--- src/rtl/seg_scan_if.sv ---
// seg_scan_if: bundles the load-side inputs and the scanned display outputs of seg_scan_ctrl.
// master: drives data/dp_in/blank/load and observes seg/dp/an/frame_start.
// slave:  the scan controller side.
interface seg_scan_if #(parameter int DIGITS = 4);
  logic [4*DIGITS-1:0] data;
  logic [DIGITS-1:0] dp_in, blank, an;
  logic load, dp, frame_start;
  logic [6:0] seg;
  modport master(output data, dp_in, blank, load, input seg, dp, an, frame_start);
  modport slave(input data, dp_in, blank, load, output seg, dp, an, frame_start);
endinterface

--- src/rtl/seg_scan_ctrl.sv ---
// seg_scan_ctrl: multiplexed 7-segment scan controller with double-buffered digit data.
// Ports: clk, rst_n (async active-low), bus (seg_scan_if.slave):
//   data/dp_in/blank/load in; seg {g..a}, dp, an, frame_start out (all registered).
// Optional: define SEG_SCAN_LEADZERO_EN to blank digits above the highest nonzero nibble.
module seg_scan_ctrl #(
  parameter int DIGITS = 4,
  parameter int REFRESH_DIV = 100000,
  parameter int BLANK_CYC = 1000,
  parameter int ACTIVE_LOW = 1
) (
  input logic clk,
  input logic rst_n,
  seg_scan_if.slave bus
);
  localparam int PW = $clog2(REFRESH_DIV);
  localparam int IW = DIGITS > 1 ? $clog2(DIGITS) : 1;
  localparam logic [PW-1:0] P_LAST = PW'(REFRESH_DIV - 1);
  localparam logic [PW-1:0] P_BLANK = PW'(BLANK_CYC);
  localparam logic [IW-1:0] I_LAST = IW'(DIGITS - 1);
  localparam logic [6:0] SI = {7{ACTIVE_LOW != 0}};
  localparam logic [DIGITS-1:0] AI = {DIGITS{ACTIVE_LOW != 0}};
  localparam logic [6:0] GLYPH [16] = '{7'h3f, 7'h06, 7'h5b, 7'h4f, 7'h66, 7'h6d, 7'h7d, 7'h07,
                                        7'h7f, 7'h6f, 7'h77, 7'h7c, 7'h39, 7'h5e, 7'h79, 7'h71};
  logic [PW-1:0] presc;
  logic [IW-1:0] idx;
  logic tc, wrap, wrap_q;
  logic [DIGITS-1:0][3:0] pend_data, act_data;
  logic [DIGITS-1:0] pend_dp, pend_blank, act_dp, act_blank, dark, an_n;
  logic [6:0] seg_n;
  logic dp_n;
`ifdef SEG_SCAN_LEADZERO_EN
  logic zr;
`endif
  assign tc = presc == P_LAST;
  assign wrap = tc && idx == I_LAST;
  always_comb begin
    dark = act_blank;
`ifdef SEG_SCAN_LEADZERO_EN
    zr = 1'b1;
    for (int i = DIGITS - 1; i > 0; i--) begin
      zr = zr & (act_data[i] == 4'h0);
      dark[i] = dark[i] | zr;
    end
`endif
    seg_n = dark[idx] ? 7'h00 : GLYPH[act_data[idx]];
    dp_n = act_dp[idx] & ~dark[idx];
    an_n = presc < P_BLANK ? '0 : DIGITS'(1) << idx;
  end
  // Outputs are registered from the pre-edge counter state, giving the one-clock lag.
  // wrap_q delays frame_start so it lines up with digit 0's first blanked output cycle.
  always_ff @(posedge clk or negedge rst_n)
    if (!rst_n) begin
      presc <= '0;
      idx <= '0;
      wrap_q <= 1'b0;
      pend_data <= '0;
      pend_dp <= '0;
      pend_blank <= '0;
      act_data <= '0;
      act_dp <= '0;
      act_blank <= '0;
      bus.seg <= SI;
      bus.dp <= SI[0];
      bus.an <= AI;
      bus.frame_start <= 1'b0;
    end else begin
      presc <= tc ? '0 : presc + 1'b1;
      if (tc) idx <= wrap ? '0 : idx + 1'b1;
      if (bus.load) {pend_data, pend_dp, pend_blank} <= {bus.data, bus.dp_in, bus.blank};
      if (wrap) {act_data, act_dp, act_blank} <= bus.load ? {bus.data, bus.dp_in, bus.blank}
                                                          : {pend_data, pend_dp, pend_blank};
      wrap_q <= wrap;
      bus.frame_start <= wrap_q;
      bus.seg <= seg_n ^ SI;
      bus.dp <= dp_n ^ SI[0];
      bus.an <= an_n ^ AI;
    end
endmodule

--- src/flat_wrapper.sv ---
// flat-port wrapper written by rule: the top's interface ports become plain ports
module seg_scan_ctrl_flat 
#(
  parameter int DIGITS = 4,
  parameter int REFRESH_DIV = 100000,
  parameter int BLANK_CYC = 1000,
  parameter int ACTIVE_LOW = 1
)
  (clk, rst_n, bus_data, bus_dp_in, bus_blank, bus_load, bus_seg, bus_dp, bus_an, bus_frame_start);
  seg_scan_if #(.DIGITS(DIGITS)) bus_i ();
  input logic clk;
  input logic rst_n;
  input wire logic [$bits(bus_i.data)-1:0] bus_data;
  input wire logic [$bits(bus_i.dp_in)-1:0] bus_dp_in;
  input wire logic [$bits(bus_i.blank)-1:0] bus_blank;
  input wire logic [$bits(bus_i.load)-1:0] bus_load;
  output wire logic [$bits(bus_i.seg)-1:0] bus_seg;
  output wire logic [$bits(bus_i.dp)-1:0] bus_dp;
  output wire logic [$bits(bus_i.an)-1:0] bus_an;
  output wire logic [$bits(bus_i.frame_start)-1:0] bus_frame_start;
  assign bus_i.data = bus_data;
  assign bus_i.dp_in = bus_dp_in;
  assign bus_i.blank = bus_blank;
  assign bus_i.load = bus_load;
  assign bus_seg = bus_i.seg;
  assign bus_dp = bus_i.dp;
  assign bus_an = bus_i.an;
  assign bus_frame_start = bus_i.frame_start;
  seg_scan_ctrl #(.DIGITS(DIGITS), .REFRESH_DIV(REFRESH_DIV), .BLANK_CYC(BLANK_CYC), .ACTIVE_LOW(ACTIVE_LOW)) u_core (.clk(clk), .rst_n(rst_n), .bus(bus_i));
endmodule
--- config.mk ---
export PLATFORM = sky130hd
export DESIGN_NAME = seg_scan_ctrl_flat
export DESIGN_NICKNAME = d
export VERILOG_FILES = /design/src/rtl/seg_scan_if.sv /design/src/rtl/seg_scan_ctrl.sv /design/src/flat_wrapper.sv
export SDC_FILE = /design/constraint.sdc
export NUM_CORES = 1
export LEC_CHECK = 0
export CELL_PAD_IN_SITES_DETAIL_PLACEMENT = 0
export CELL_PAD_IN_SITES_GLOBAL_PLACEMENT = 1
export CORE_ASPECT_RATIO = 1.4
export CORE_MARGIN = 1
export CORE_UTILIZATION = 40
export DETAILED_ROUTE_END_ITERATION = 7
export HOLD_SLACK_MARGIN = 0.02
export PLACE_DENSITY = 0.81
export SLEW_MARGIN = 10
export SYNTH_ARGS = -nofsm -noshare
export SYNTH_HDL_FRONTEND = slang
export SYNTH_SLANG_ARGS = --single-unit
--- constraint.sdc ---
create_clock -name clk -period 2.28 [get_ports clk]
set_clock_uncertainty 0.15 [all_clocks]
set_input_delay 0.456 -clock clk [delete_from_list [all_inputs] [get_ports clk]]
set_output_delay 0.456 -clock clk [all_outputs]
set_load 0.005 [all_outputs]
==> impl_metrics.toml, run 1 <==
[outcome]
status = "complete, no violations"

[sta]
hold_violations = 0
final.setup.tns_ps = 0
hold_ws_ps = 210
finalSetupViolations = 0
period_needed_ps = 2070
fmax_mhz = 483
relSlewSlack_pct = 67.3
post-route-period-util_pct = 90.9
tightest_slew_ps = 485
rsz0062_at_grt = "false"
drv_slew = 0
fin_ws_ps = 209

[flow_run]
drv_cap = 0

[clocking]
clock_path_buffers = 2
clkSinkCount = 81
cts-root-buf = "clkbuf_16"
clk_pin_slew_ps = 60
htree_levels = 3
cts_tree = "done"
cts_inserted_buffers = 9
worst_skew_pair.late_latency_ps = 330

[floorplanning]
fp.coreArea_um2 = 8980
fp.dieH_um = 115
die_area_um2 = 9570
pin_count = 40
initial_core_util_pct = 40.9
core.rowCount = 41
die_w_um = 83.0

[yosys]
synth-xor-area-share_pct = 2.62
netlist_instances = 262
synth.area.mux_share_pct = 21.5
synthAdderAreaFrac_pct = 3.75
ys_warn_count = 0
syn-cell-area_um2 = 3670
synth_compound_area_share_pct = 3.51
synth_area_leaders = "dfrtp_1, mux2_2, dfstp_2, mux2_4, ha_1"
ys_ff_latch = 81
synth-edff-count = 0
synthTopCellsByCount = "dfrtp_1, mux2_2, mux2_4"
ys_seq_area_share_pct = 55.6
synth_ff_type = "dfrtp_1"
syn_nets = 300
yosysMostFrequentCell = "dfrtp_1"
synth_top_family_by_area = "multiplexers"
synth_area_per_cell_um2 = 14.0
synth.distinct_cells = 42
yosys.area.top_type = "dfrtp_1"
synth_top_area_share_pct = 47.0
async_reset_ff_share_pct = 100
synth-simple-area-share_pct = 10.2

[setup_path]
r2r_end = "u_core.bus.seg[3]"
crit_path_end_kind = "flip-flop"
path_delay_family = "multiplexers"
cp.required_ps = 2380
path_class = "reg -> reg"
cp_slowest_cell = "mux4_2"
ff2ff_setup_slack_ps = 210
crit_path_max_incr_delay_ps = 600
critPathMaxFanout = 6
ff2ff_path_depth = 5
crit_buf_inv = 0
worstSetupStartpoint = "u_core.idx[0]"
r2r-start = "u_core.idx[0]"
crit_path_end = "u_core.bus.seg[3]"
path_cells = "mux4_2, ha_1, and2b_1, a211oi_2, o21ai_0"
cp-start-kind = "flip-flop"
worstSetupPathDepth = 5
crit_arrival_ps = 2170

[grt]
grt_pass1_vias = 2374
grt_usage_pct = 15.2
grt_use_met2_pct = 26.7
grt_antenna_before_repair = 0
met1_usage_pct = 18.3
use_met3_pct = 3.09
grt_pass1_wl_mm = 11.5
grt_busiest_layer = "met2"
grt_max_degree = 39
grt.overflow.total = 0

[power]
p_total_mw = 3.27
leakagePower_nw = 2.01
power-per-cell-area_nw_per_um2 = 719
peakVddDrop_uv = 497

[cells_and_area]
area_delta_synth_final_pct = 23.9
nets = 349
fillerInstances = 738
drive_gt1_share_pct = 30.4
n_antenna_cell = 0

[drt]
remaining_drc_errors = 0
viasPerCell = 5.17
dr.pass1.iters = 4
ant_nets = 0
drt-initial-drc-count = 111
routed_wl_mm = 6.48
via_count = 2185
wl_per_cell_um = 15.3

[placed_design]
portBuffers = 39
dp.final_hpwl_mm = 4.62
pre_cts_ws_ps = 52.2
gp_congestion = 0.853

[min_path]
hold_start = "u_core.wrap_q"
min_path_type = "reg -> reg"
==> placed cells by master (no fill, tap or decap), types with 2 or more instances in the layout <==
cell type        synthesis  final
o211ai_1                 2      2
buf_4                    2      7
nand4_1                  3      3
o221ai_1                 4      4
nor2b_1                  2      2
xor2_1                   4      4
dfrtp_1                 69     68
clkdlybuf4s50_1          0     38
buf_12                   0      3
nand3_1                  9      9
dfstp_2                 12     12
o21ai_1                  2      2
mux2_4                  20     20
xnor2_1                  7      7
nor4bb_1                 2      2
and3_1                   2      2
clkbuf_16                0      9
clkbuf_8                 0      2
ha_1                    11     11
nor3_1                   3      3
and4_1                   5      5
nand2_1                 16     16
o21ai_0                  4      4
mux4_2                   5      5
mux2i_1                  5      5
and2b_1                  2      2
a21oi_1                  4      4
inv_1                    8      8
mux2_2                  29     29
nor2_1                   7      7
==> report_power, final <==
group	internal [mW]	switching (mW)	leakage, nW
combinational	0.162	0.109	0.870
sequential	1.53	0.0254	0.993
clock	0.907	0.544	0.149
==> cell families after synthesis <==
family,Yosys count
AOI/OAI and AO/OA,20
xor gates and xnor gates,11
adders and majority gates,11
buffers and inverters,19
DFF,81
muxes,59
and+or+nand+nor,61
==> per-layer routing <==
metal	wire length, µm	share of wire, %
met5	0	0
met4	103	1.6
met3	201	3.1
met2	3350	52
met1	2830	44
==> per-stage QoR <==
| stage | cell area [µm²] | util [%] | cells |
|---|---|---|---|
| detailed placement | 4230 | 47.1 | 406 |
| global placement | 4230 | 47.1 | 406 |
| global route | 4550 | 50.7 | 423 |
| finish | 4550 | 50.7 | 423 |
| CTS | 4540 | 50.6 | 423 |
| floorplan | 3670 | - | 262 |
==> flip-flops by register name (all words and copies together) (netlist names) <==
name / flops
u_core.presc: 17
u_core.act_data: 16
u_core.pend_data: 16
u_core.bus.seg: 7
u_core.act_blank: 4
u_core.act_dp: 4
u_core.bus.an: 4
u_core.pend_blank: 4
u_core.pend_dp: 4
u_core.idx: 2
u_core.bus.dp: 1
u_core.bus.frame_start: 1
u_core.wrap_q: 1
==> final cells by class <==
class                           count  area [µm²]  share of cell area [%]
Clock buffer                       12         256                    5.64
Clock inverter                      4        51.3                    1.13
Inverter                            8        30.0                   0.660
Multi-Input combinational cell    162        1530                    33.7
Sequential cell                    81        2040                    44.9
Tap cell                          107         134                    2.94
Timing Repair Buffer               49         503                    11.1
==> how the worst min path moves through the flow <==
stage | to | cells after the start | slack (ps)
global route | u_core.bus.frame_start | 0 | 220
CTS | u_core.bus.frame_start | 0 | 210
floorplan | u_core.act_blank[0] | 0 | 10
detailed placement | u_core.bus.frame_start | 0 | 200
global placement | u_core.bus.frame_start | 0 | 190
finish | u_core.bus.frame_start | 0 | 210
==> what timing repair did <==
item | 4_1_cts | 5_1_grt
endpoints found under the setup margin | 0 | 1
hold endpoints to repair | 30 | 0
gates resized for setup | 0 | 2
hold buffers | 1 | 0
buffers inserted | 0 | 0
(Power assumes the default switching activity.)
==> run 2: changes to the inputs <==
Settings changed: PLACE_DENSITY 0.81 to 0.84.
Clock period 2.28 ns to 1.7 ns, I/O delays scaled along.
==> impl_metrics.toml, run 2 (same netlist as run 1, synthesis figures left out) <==
[setup_path]
crit_arrival_ps = 2010
critPathMaxFanout = 5
ff2ff_setup_slack_ps = -220
cp.required_ps = 1800
crit_path_end_kind = "flip-flop"
path_class = "reg -> reg"
cp-start-kind = "flip-flop"

[sta]
fmax_mhz = 522
rsz0062_at_grt = "true"
fin_ws_ps = -217
relSlewSlack_pct = 80.5
hold_violations = 0
drv_slew = 0
tightest_slew_ps = 288
finalSetupViolations = 32
period_needed_ps = 1920
post-route-period-util_pct = 113

[power]
peakVddDrop_uv = 783
power-per-cell-area_nw_per_um2 = 833
leakagePower_nw = 2.33

[cells_and_area]
largest_register_ff_count = 17
drive_gt1_share_pct = 49.7
fin_util_pct = 57.8
layout_commonest_cell = "dfrtp_1"
n_antenna_cell = 0
top_register = "u_core.presc"
reg_top3 = "u_core.presc: 17 flops, u_core.act_data: 16 flops, u_core.pend_data: 16 flops"
mostFrequentLayoutCells = "dfrtp_1, buf_4, mux2_2"
nets = 405
fillerInstances = 698
area_delta_synth_final_pct = 41.3

[grt]
grt_usage_pct = 17.8
grt_pass1_vias = 2776
grt_antenna_before_repair = 0
grt.overflow.total = 0
grt_max_degree = 43
grt_pass1_wl_mm = 13.1

[drt]
dr.pass1.iters = 4
drt-initial-drc-count = 80
wl_per_cell_um = 16.9
ant_nets = 0
viasPerCell = 5.26
routed_wl_mm = 8.11
via_count = 2520
remaining_drc_errors = 0

[clocking]
clkSinkCount = 81
clk_pin_slew_ps = 60
htree_levels = 3
worst_skew_pair.late_latency_ps = 340
clock_path_buffers = 2
cts-root-buf = "clkbuf_16"
cts_inserted_buffers = 9
cts_tree = "done"

[outcome]
violations = "setup timing"
status = "finished, violations left"

[floorplanning]
initial_core_util_pct = 40.9
die_w_um = 83.0
fp.coreArea_um2 = 8980
pin_count = 40
fp.dieH_um = 115
die_area_um2 = 9570
core.rowCount = 41

[placed_design]
portBuffers = 39
dp.final_hpwl_mm = 5.23
gp_congestion = 0.865
pre_cts_ws_ps = -283

[min_path]
min_path_type = "reg -> reg"

[flow_run]
drv_cap = 0
-- run 2: worst paths after layout --
path / endpoint / cells past startpoint / start
setup / recovery: u_core.bus.seg[4] / 5 / u_core.idx[0]
hold / removal: u_core.bus.frame_start / 0 / u_core.wrap_q
setup reg to reg: u_core.bus.seg[4] / 5 / u_core.idx[0]
hold reg to reg: u_core.bus.frame_start / 0 / u_core.wrap_q
max in group asynchronous: u_core.bus.an[0] / 3 / rst_n
min in group asynchronous: u_core.pend_data[5] / 2 / rst_n
-- run 2: timing repair --
item / CTS / global route
pin swaps: 12 / 7
gates cloned: 1 / 1
endpoints found under the setup margin: 46 / 41
buffers inserted: 9 / 4
gates resized for setup: 33 / 24
hold endpoints to repair: 50 / 0
hold buffers: 1 / 0
-- run 2: critical path, cell delays in order (launching register included) --
cell      delay, ps
dfrtp_2         410
buf_4           150
mux4_2          540
buf_4           170
mux2i_2         250
o221ai_2        150
-- run 2: through the flow --
stage          cell area (µm²)  power [mW]  instances  hold slack, ps  TNS [ps]
5_1_grt                   5190        4.48        479             246     -7470
6_report                  5190        4.32        479             219     -5840
3_3_place_gp              4600        2.50        448            74.4     -7150
2_1_floorplan             3720        2.29        262            -106     -6550
3_5_place_dp              4600        2.51        448            73.9     -8180
4_1_cts                   5050        4.33        475             224     -4900
-- run 2: layout make-up --
class | instances | area, µm² | area share [%]
Sequential cell | 81 | 2040 | 39.4
Multi-Input combinational cell | 163 | 1730 | 33.3
Timing Repair Buffer | 104 | 970 | 18.7
Clock buffer | 11 | 243 | 4.68
Tap cell | 107 | 134 | 2.58
Clock inverter | 5 | 37.5 | 0.723
Inverter | 8 | 35.0 | 0.675
-- run 2: power breakdown --
part / switching (mW) / leakage, nW / total [mW] / internal (mW)
Sequential: 0.0399 / 0.992 / 2.09 / 2.05
Clock: 0.777 / 0.133 / 1.81 / 1.04
Combinational: 0.177 / 1.20 / 0.424 / 0.247
Total: 0.993 / 2.33 / 4.32 / 3.33
-- run 2: per-layer routing --
layer | vias to the layer above | wire (µm) | GRT usage (%)
met3 | 27 | 249 | 3.37
met5 | - | 0 | 0
met1 | 1288 | 3080 | 18.9
met4 | 0 | 286 | 9.54
li1 | 1154 | - | -
met2 | 51 | 4490 | 33.2
==> run 3: changes to the inputs <==
Settings changed: CTS_CLUSTER_DIAMETER from default to 80, CTS_CLUSTER_SIZE from default to 10.
==> results of run 3 <==
Same layout as run 2: the final DEF is identical, and so are final timing and power.
==> RTL edit 1: new RTL, config.mk and constraints of run 1 <==
Build with the macro `SEG_SCAN_LEADZERO_EN` defined.
--- a/src/rtl/seg_scan_ctrl.sv
+++ b/src/rtl/seg_scan_ctrl.sv
@@ -4,2 +4,4 @@
 // Optional: define SEG_SCAN_LEADZERO_EN to blank digits above the highest nonzero nibble.
+`define SEG_SCAN_LEADZERO_EN
+
 module seg_scan_ctrl #(
Formal check against the unedited RTL: same outputs for any inputs over 10 cycles, from zero or initial values and one cycle with rst_n low; that may be too few to reach the edited logic, so the function may still have changed.
==> RTL edit 1 against run 1 <==
  * Via count is 2.3% higher
  * Synthesized area is 0.72% lower
  * Final cell count is 1.2% higher
  * Setup slack worse by 44 ps
  * Global-route usage is 0.65 points higher
  * First-iteration DRC count is 19% lower
  * Sequential cell count stayed put
  * Non-clock buffer count stayed put
  * Cell area is 1.6% lower
  * Synthesized cell count is 3.1% higher
  * Total power is 5.5% lower
  * Wire length is 1.1% higher
==> RTL edit 1: results (changes against run 1) <==
cells_and_area:
  n_fill_cell: 753  # +2.0%
  drive_gt1_frac: 0.288  # -0.0159
place:
  place_inst: 409  # +0.74%
  dp_slack_ps: 67.6  # +15.5 ps
  place_congestion: 0.781  # -8.5%
  dp_hpwl_um: 4550  # -1.5%
grt:
  grt_start_max_net_pins: 57  # +46%
  grt_pass1_wl_um: 11100  # -2.9%
  grt_pass1_vias: 2290  # -3.5%
  grt_util_all_layers: 0.159  # +0.00654
critical_path:
  cpPeakStageDelay_ps: 480  # -120 ps
  worst_path_dominant_cell_family: "simple AND/OR/NAND/NOR gates"
  r2r_slack_ps: 160  # -40 ps
  cp.arrival_ps: 2230  # +60 ps
  crit_slowest_cell: "or3_1"
power:
  leakage_uw: 0.00199  # -1.0%
  peakVddDrop_mv: 0.432  # -13%
  power_clock_uw: 1270  # -12%
  power.switching_uw: 675  # -0.44%
synthesis:
  seq_area_frac_synth: 0.560  # +0.00401
  synth_top_cells_by_count: "dfrtp_1, mux2_2, nand2_1"
  synth_area_leaders: "dfrtp_1, mux2_2, dfstp_2, mux2_4, ha_1"
  synth.distinct_cells: 39  # -7.1%
  syn_nets: 308  # +2.7%
  syn_inst: 270  # +3.1%
status:
  status: "completed"
sta:
  tightest_slew_ps: 481  # -3.21 ps
  hold_slack_ps: 199  # -11.0 ps
routing:
  drt_wl_total_um: 6550  # +1.1%
  drt_iter0_drc: 90  # -19%
-- RTL edit 1: stage by stage --
stage | util | cell area [um^2] | power (uW)
global route | 0.514 | 4480 | 3220
finish | 0.514 | 4480 | 3090
CTS | 0.512 | 4460 | 3140
detailed placement | 0.481 | 4190 | 1850
global placement | 0.481 | 4190 | 1840
floorplan | - | 3650 | 1710
-- RTL edit 1: worst paths after layout --
check,start,to
worst min-delay path,u_core.wrap_q,u_core.bus.frame_start
max in group asynchronous,rst_n,u_core.bus.an[1]
min in group asynchronous,rst_n,u_core.pend_data[14]
worst max-delay path,u_core.presc[0],u_core.presc[16]
worst min register to register,u_core.wrap_q,u_core.bus.frame_start
worst max register to register,u_core.presc[0],u_core.presc[16]
-- RTL edit 1: cells by family after synthesis --
kind of cell,synth area share
xor gates and xnor gates,0.0312
muxes,0.209
adders and majority gates,0.0377
and+or+nand+nor,0.0964
buffers and inverters,0.0244
AOI/OAI and AO/OA,0.0415
DFF,0.560
-- RTL edit 1: layer usage --
metal | up-vias | share of wire | GRT usage
met5 | - | 0 | 0
met4 | 0 | 0.022 | 0.0793
met3 | 11 | 0.039 | 0.0444
met2 | 39 | 0.52 | 0.255
met1 | 1136 | 0.42 | 0.192
li1 | 1050 | - | -
-- RTL edit 1: timing repair --
| item | 4_1_cts | 5_1_grt |
|---|---|---|
| hold buffers | 1 | 0 |
| buffers inserted | 0 | 2 |
| hold endpoints to repair | 25 | 0 |
| endpoints found under the setup margin | 0 | 15 |
-- RTL edit 1: cell type report --
type / count / area share
clock inverters: 4 / 0.00503
repair buffers: 49 / 0.112
inverters: 7 / 0.00587
well taps: 105 / 0.0293
clock buffers: 12 / 0.0528
flip-flops and latches: 81 / 0.456
multi-input cells: 170 / 0.338
==> RTL edit 2: new RTL, config.mk and constraints of run 1 <==
Without the edit above. Reset style: synchronous (`rst_n`), changed in one clocked block. Comments in the files are not updated.
--- a/src/rtl/seg_scan_ctrl.sv
+++ b/src/rtl/seg_scan_ctrl.sv
@@ -50,3 +50,3 @@
   // wrap_q delays frame_start so it lines up with digit 0's first blanked output cycle.
-  always_ff @(posedge clk or negedge rst_n)
+  always_ff @(posedge clk)
     if (!rst_n) begin
Check against the original RTL: differs if rst_n is asserted again (counterexample within 4 cycles, from zero or initial values and one cycle with rst_n low); with rst_n held inactive, the same outputs for 10 cycles.
==> RTL edit 2 against run 1 <==
  * Sequential cell count stayed put
  * Die area is 6.0% lower
  * Setup slack worse by 130 ps
  * Fmax is 5.9% lower
  * Sequential share of layout area is 7.2 points lower
  * Via count is 20% higher
  * Cell area is 5.4% lower
  * Worst hold slack better by 80 ps
  * Total power is 6.4% lower
  * Synthesized area is 6.2% lower
  * Wire length is 9.0% higher
  * Non-clock buffer count is 3 higher
==> RTL edit 2: results (changes against run 1) <==
cells_and_area:
  multi_input_cells: 244  # +51%
  nNetsFinal: 434  # +24%
  buffers: 52  # +6.1%
  n_fill_cell: 747  # +1.2%
  final-clk-cell-share: 0.0707  # +0.00302
  final_cells: 503  # +19%
  buf_share: 0.122  # +0.0116
  largest_registers: "u_core.presc (17), u_core.act_data (16), u_core.pend_data (16)"
  multi_input_area_um2: 1690  # +10%
  seq_share: 0.377  # -0.0719
  clock_buffer_count: 9  # -3
  drive_gt1_frac: 0.110  # -0.194
place:
  dpl-instance-area_um2: 3990  # -5.7%
  place_congestion: 0.802  # -6.0%
  dp_hpwl_um: 4810  # +4.1%
  place_inst: 486  # +20%
power:
  peakVddDrop_mv: 0.386  # -22%
  leakage_uw: 0.00161  # -20%
  power.switching_uw: 662  # -2.5%
  power_frac_seq: 0.477  # +0.003
  seq_power_uw: 1460  # -6%
critical_path:
  cp.arrival_ps: 2270  # +100 ps
  crit_slowest_cell: "or4_4"
  worstPathMaxFanout: 12  # +6
  worst_path_dominant_cell_family: "simple AND/OR/NAND/NOR gates"
synthesis:
  synthArstFlopShare: 0  # -1.00
  yosys.area_share.adder: 0.0399  # +0.00246
  synthFlopType: "dfxtp_1"
  avgSynthCellArea_um2: 9.71  # -31%
  synth_compound_area_frac: 0.0810  # +0.0459
  synthMuxAreaShare: 0.118  # -0.0970
  syn_nets: 393  # +31%
  seq_area_frac_synth: 0.471  # -0.0855
  synth_area_leaders: "dfxtp_1, mux2i_1, nor2b_1, nand3_1, nand2_1"
routing:
  drt_iter0_drc: 143  # +29%
  route.vias.total: 2621  # +20%
sta:
  slew_headroom: 0.775  # +0.103
grt:
  grt_start_max_net_pins: 33  # -15%
  overflow: 0  # unchanged
  grt_util_all_layers: 0.169  # +0.0168
status:
  status: "completed"
die:
  n_tap_cell: 102  # -4.7%
clock_network:
  ctsHoldBuffers: 0  # -1
  clkTransAtPathRegs_ps: 60  # about the same
==> RTL edit 2: cell types whose count changed after synthesis, sizes merged, moves of 6 or more <==
| cell | change |
|---|---|
| nor2b | +24 |
| dfxtp | +81 |
| nand3 | +21 |
| dfstp | -12 |
| mux2i | +21 |
| mux2 | -48 |
| dfrtp | -69 |
| nand2 | +23 |
| xnor2 | -6 |
| o21ai | +23 |
| clkbuf | +9 |
==> RTL edit 2: per-layer routing <==
metal,global-route usage,wire [um]
met2,0.291,3720
met1,0.193,2950
met3,0.0377,238
met5,0,0
met4,0.0810,157
==> RTL edit 2: worst paths after layout <==
path	start	slack, ps	end	depth (start not counted)
max reg2reg	u_core.presc[14]	80	u_core.act_blank[1]	4
max	u_core.presc[14]	80	u_core.act_blank[1]	4
min	u_core.wrap_q	290	u_core.bus.frame_start	1
min reg2reg	u_core.wrap_q	290	u_core.bus.frame_start	1
